[src/rtl/wb_arbiter.sv]
// Register-file writeback arbiter: main-pipeline writes win every slot, long-latency results queue and drain in idle slots.
// Optional macro WB_PASSTHRU_EN: an lu result that finds the queue empty and the slot free goes straight to the output register.
module wb_arbiter #(
    parameter int FIFO_DEPTH = 4,
    parameter int DATA_W     = 32,
    parameter int ADDR_W     = 5
) (
    input  logic                        clk,
    input  logic                        resetn,
    input  logic                        pipe_wen,
    input  logic [ADDR_W-1:0]           pipe_waddr,
    input  logic [DATA_W-1:0]           pipe_wdata,
    input  logic                        lu_valid,
    input  logic [ADDR_W-1:0]           lu_waddr,
    input  logic [DATA_W-1:0]           lu_wdata,
    output logic                        lu_ready,
    output logic                        w_en,
    output logic [ADDR_W-1:0]           w_addr,
    output logic [DATA_W-1:0]           w_data,
    output logic [$clog2(FIFO_DEPTH):0] fifo_count,
    input  logic [ADDR_W-1:0]           q_addr,
    output logic                        q_pending
);

    localparam int PW = $clog2(FIFO_DEPTH);
    localparam int CW = PW + 1;

    logic [ADDR_W-1:0] ent_addr [FIFO_DEPTH];
    logic [DATA_W-1:0] ent_data [FIFO_DEPTH];
    logic              ent_live [FIFO_DEPTH];
    logic [PW-1:0]     offs     [FIFO_DEPTH];
    logic [FIFO_DEPTH-1:0] occupied;

    logic [PW-1:0] rd_ptr;
    logic [PW-1:0] wr_ptr;
    logic [CW-1:0] count;

    logic full;
    logic empty;
    logic pipe_sel;
    logic pop;
    logic push;
    logic passthru;

    assign full       = (count == CW'(FIFO_DEPTH));
    assign empty      = (count == '0);
    assign lu_ready   = resetn && !full;
    assign fifo_count = count;

    // A pipe write to r0 is not a write, so it leaves the slot to the queue.
    assign pipe_sel = pipe_wen && (pipe_waddr != '0);
    assign pop      = !pipe_sel && !empty;

`ifdef WB_PASSTHRU_EN
    assign passthru = !pipe_sel && empty && lu_valid && (lu_waddr != '0);
`else
    assign passthru = 1'b0;
`endif

    // Results for r0, or overwritten by a younger same-cycle pipe write, are accepted but never stored.
    assign push = lu_valid && lu_ready && (lu_waddr != '0)
                  && !(pipe_sel && (pipe_waddr == lu_waddr)) && !passthru;

    // An entry is occupied when its distance from the head is below the fill count.
    for (genvar g = 0; g < FIFO_DEPTH; g++) begin : g_occ
        assign offs[g]     = PW'(g) - rd_ptr;
        assign occupied[g] = ({1'b0, offs[g]} < count);
    end

    always_comb begin
        q_pending = 1'b0;
        for (int i = 0; i < FIFO_DEPTH; i++) begin
            if (occupied[i] && ent_live[i] && (ent_addr[i] == q_addr) && (q_addr != '0))
                q_pending = 1'b1;
        end
    end

    always_ff @(posedge clk or negedge resetn) begin
        if (!resetn) begin
            rd_ptr <= '0;
            wr_ptr <= '0;
            count  <= '0;
            w_en   <= 1'b0;
            w_addr <= '0;
            w_data <= '0;
            for (int i = 0; i < FIFO_DEPTH; i++) begin
                ent_addr[i] <= '0;
                ent_data[i] <= '0;
                ent_live[i] <= 1'b0;
            end
        end else begin
            if (pop) begin
                ent_live[rd_ptr] <= 1'b0;
                rd_ptr           <= rd_ptr + PW'(1);
            end
            // Pipe writes are younger than anything queued, so matching queued entries become dead slots.
            if (pipe_sel) begin
                for (int i = 0; i < FIFO_DEPTH; i++) begin
                    if (ent_addr[i] == pipe_waddr)
                        ent_live[i] <= 1'b0;
                end
            end
            if (push) begin
                ent_addr[wr_ptr] <= lu_waddr;
                ent_data[wr_ptr] <= lu_wdata;
                ent_live[wr_ptr] <= 1'b1;
                wr_ptr           <= wr_ptr + PW'(1);
            end
            case ({push, pop})
                2'b10:   count <= count + CW'(1);
                2'b01:   count <= count - CW'(1);
                default: count <= count;
            endcase

            if (pipe_sel) begin
                w_en   <= 1'b1;
                w_addr <= pipe_waddr;
                w_data <= pipe_wdata;
            end else if (passthru) begin
                w_en   <= 1'b1;
                w_addr <= lu_waddr;
                w_data <= lu_wdata;
            end else if (pop) begin
                w_en   <= ent_live[rd_ptr];
                w_addr <= ent_addr[rd_ptr];
                w_data <= ent_data[rd_ptr];
            end else begin
                w_en <= 1'b0;
            end
        end
    end

endmodule

[config.mk]
export PLATFORM = sky130hd
export DESIGN_NAME = wb_arbiter
export DESIGN_NICKNAME = d
export VERILOG_FILES = /design/src/rtl/wb_arbiter.sv
export SDC_FILE = /design/constraint.sdc
export NUM_CORES = 1
export LEC_CHECK = 0
export CORE_MARGIN = 1
export CORE_UTILIZATION = 56
export CTS_CLUSTER_DIAMETER = 80
export DETAILED_ROUTE_END_ITERATION = 10
export MAX_ROUTING_LAYER = met4
export PLACE_DENSITY = 0.81
export SYNTH_ARGS = -nofsm -noshare
export SYNTH_HDL_FRONTEND = slang
export SYNTH_SLANG_ARGS = --single-unit
[constraint.sdc]
create_clock -name clk -period 3.9 [get_ports clk]
set_input_delay 0.585 -clock clk [delete_from_list [all_inputs] [get_ports clk]]
set_output_delay 0.585 -clock clk [all_outputs]
set_load 0.05 [all_outputs]
==> summary.md <==
| Metric | Value |
|---|---|
| Overall Global Routing Usage | 0.279 |
| I/O Buffers | 125 |
| Die area | 18,000 sq um |
| Switch share | 0.362 |
| Max FO, Critical Path | 41 |
| R2R cell count | 11 |
| H-tree Lvls | 4 |
| Max Clock Skew | 8.69 ps |
| Routed via count | 5,980 |
| Period utilisation layout | 0.851 |
| Synthesized Nets | 778 |
| Internal power | 6.67 mW |
| Max VDD drop | 596 uV |
| Post-CTS Setup Bufs | 0 |
| Root buffer selected by CTS | clkbuf_16 |
| Number of remaining DRC errors | 0 |
| Top Ports | 126 |
| Share of Yosys cell area claimed by the top area cell type | 0.504 |
| Area leader, netlist | dfrtp_1 |
| Hold_buf cts | 0 |
| Seq cells post-synth | 197 |
| Largest net degree at the start of global routing | 74 |
| Final core utilization | 0.708 |
| Final setup viols | 0 |
| Worst hold-check path type | input pin to async pin |
| Yosys cell types | 34 |
| Final hold violations | 0 |
| Vias per inst | 5.83 |
| Vias in the first global route | 6,521 |
| Row cnt | 47 |
| Post-Syn Instances | 681 |
| Actual slew at the worst max-slew pin | 856 ps |
| CTS max path bufs | 2 |
| Crit path arrival time | 2730 ps |
| Clk_lat worst skew | 430 ps |
| GPL Wtd Cong | 0.900 |
| Clock sinks | 197 |
| RSZ-0062 raised after global routing | no |
| Share of cells above drive strength 1 | 0.306 |
| Reg2reg setup slack | 1260 ps |
| Setup total negative slack | 0 ps |
| First-pass GRT wire length | 36,700 microns |
| Drt wl/cell | 22.0 microns |
| Global route total overflow | 0 |
| Final-report max-slew violation count | 0 |
| Antenna-violating nets left | 0 |
| Initial antenna violation count | 0 |
| DR pass1 iterations | 5 |
| Most common cell after layout, fill and taps aside | dfrtp_1 |
| Clock power share | 0.182 |
| Sequential share of power | 0.364 |
| Outcome | finished, final reports clean |
| Total CTS buffers | 17 |
| Post-Syn Area | 9790 sq um |
| Routed Wire Length | 22,600 microns |
| Iter 0 DRT Violations | 307 |
| Synth area leaders | dfrtp_1 (50%), mux2_4 (12%), mux4_2 (8.7%), mux2_2 (8.4%), mux2i_1 (3.9%) |
| Most frequent cells in the layout | dfrtp_1 (195), clkdlybuf4s50_1 (123), mux2_4 (76) |
| Die Wd | 134 microns |
| Number of max-cap violations | 0 |
| P_sw | 3.78 mW |
| Worst slew margin | 0.430 |
| Max Freq | 0.301 GHz |
| Layout Nets | 890 |
| CTS tree | yes |
| Initial core utilization | 0.582 |
| Clk pin slew, worst setup/hold paths | 70 ps |
| Tmin final | 3320 ps |
| Die Ht | 134 microns |
| Startpoint Class | flip-flop |
| Gate power share | 0.454 |
| Final HPWL DP | 14,800 microns |
| Syn avg cell area | 14.4 sq um |
| Ys Warns | 0 |
| Finished Layout Cells | 1,026 |
| Sequential-to-total area share from yosys stat | 0.504 |
| Critical path class | flip-flop to output port |
| R2r endpoint | fifo_count[2]$_DFFE_PN0P_ |
| Placed insts | 994 |
| Diode count | 0 |
| PwrDens | 877 nW/um^2 |
| Reg2reg start | fifo_count[1]$_DFFE_PN0P_ |
| Area growth, synth to finish | 21.6% |
| CP Capture Type | output port |
| Final Instance Area | 11,900 sq um |
| Area after DPL | 11,300 sq um |
| Leakage | 5.44 nW |
| Final Power | 10.4 mW |
| CTS resizes | 0 |
| Core Region | 16,800 sq um |
| CP Data Required Time | 3310 ps |
## Yosys cell counts (all sizes together)
cell type / instances
dfrtp: 197
mux2: 149
o21ai: 50
nand2: 44
mux2i: 38
mux4: 38
xnor2: 34
buf: 27
clkbuf: 21
xor2: 16
inv: 14
ha: 13
nand4: 9
nand3: 5
nor4: 5
a2111oi: 3
a21oi: 3
nor2: 2
nor3: 2
o21a: 2
or4: 2
a211oi: 1
a31oi: 1
and2: 1
and3: 1
fa: 1
nand2b: 1
or3: 1
## registers in the layout (all words and copies together) (netlist names)
register,flops
w_en,1
wr_ptr,2
rd_ptr,2
fifo_count,3
ent_addr,20
ent_data,128
w_addr,5
w_data,32
ent_live,4
## layer usage
metal	up-vias	share of wire	track usage
met5	-	0	-
met4	0	0.014	0.0799
met3	28	0.045	0.0431
met2	176	0.49	0.441
met1	3101	0.45	0.379
li1	2675	-	-
## cell type report
cell class              count  area [sq um]
repair buffers            141          1440
flip-flops and latches    197          4930
clock buffers              19           453
well taps                 220           275
multi-input cells         422          4560
inverters                  14          52.6
clock inverters            13           198
fillers                  1159          4920
## through the flow
| step | worst slack, ps | hold WS [ps] |
|---|---|---|
| after floorplan | 156 | 289 |
| after global placement | 456 | 480 |
| after detailed placement | 371 | 483 |
| after CTS | 542 | 16.4 |
| after global routing | 336 | 33.5 |
| final | 581 | 28.3 |
## cells by family (layout without fill, tap and decap cells)
kind of cell	count (synthesis)	after routing	synth area share
adders and majority gates	14	14	0.0187
xor gates and xnor gates	50	50	0.0447
AOI/OAI and AO/OA	60	60	0.0327
DFF	197	197	0.504
muxes	225	225	0.327
buffers and inverters	62	187	0.0345
and+or+nand+nor	73	73	0.0387
## worst max path at each step
| stage | from | slack (ps) | to |
|---|---|---|---|
| final | rd_ptr[0]$_DFFE_PN0N_ | 580 | q_pending |
| after global routing | rd_ptr[0]$_DFFE_PN0N_ | 340 | q_pending |
| after CTS | rd_ptr[0]$_DFFE_PN0N_ | 540 | q_pending |
| after detailed placement | lu_waddr[1] | 370 | fifo_count[2]$_DFFE_PN0P_ |
| after global placement | lu_waddr[1] | 460 | fifo_count[2]$_DFFE_PN0P_ |
| after floorplan | rd_ptr[1]$_DFFE_PN0N_ | 160 | q_pending |
## worst max-delay path: stages, from the launching register on
cell and delay [ps]:
dfrtp_2 360, buf_4 650, a21oi_1 220, a2111oi_0 500
nor4_1 110, a21oi_1 280, buf_12 180
## power groups by stage
stage | Sequential [mW] | Clock (mW) | Combinational [mW]
final | 3.80 | 1.90 | 4.74
after global routing | 3.91 | 2.03 | 5.06
after CTS | 3.79 | 1.94 | 4.78
after detailed placement | 3.80 | 0 | 4.74
after global placement | 3.70 | 0 | 4.63
after floorplan | 4.29 | 0 | 2.85
(Power assumes the default switching activity.)
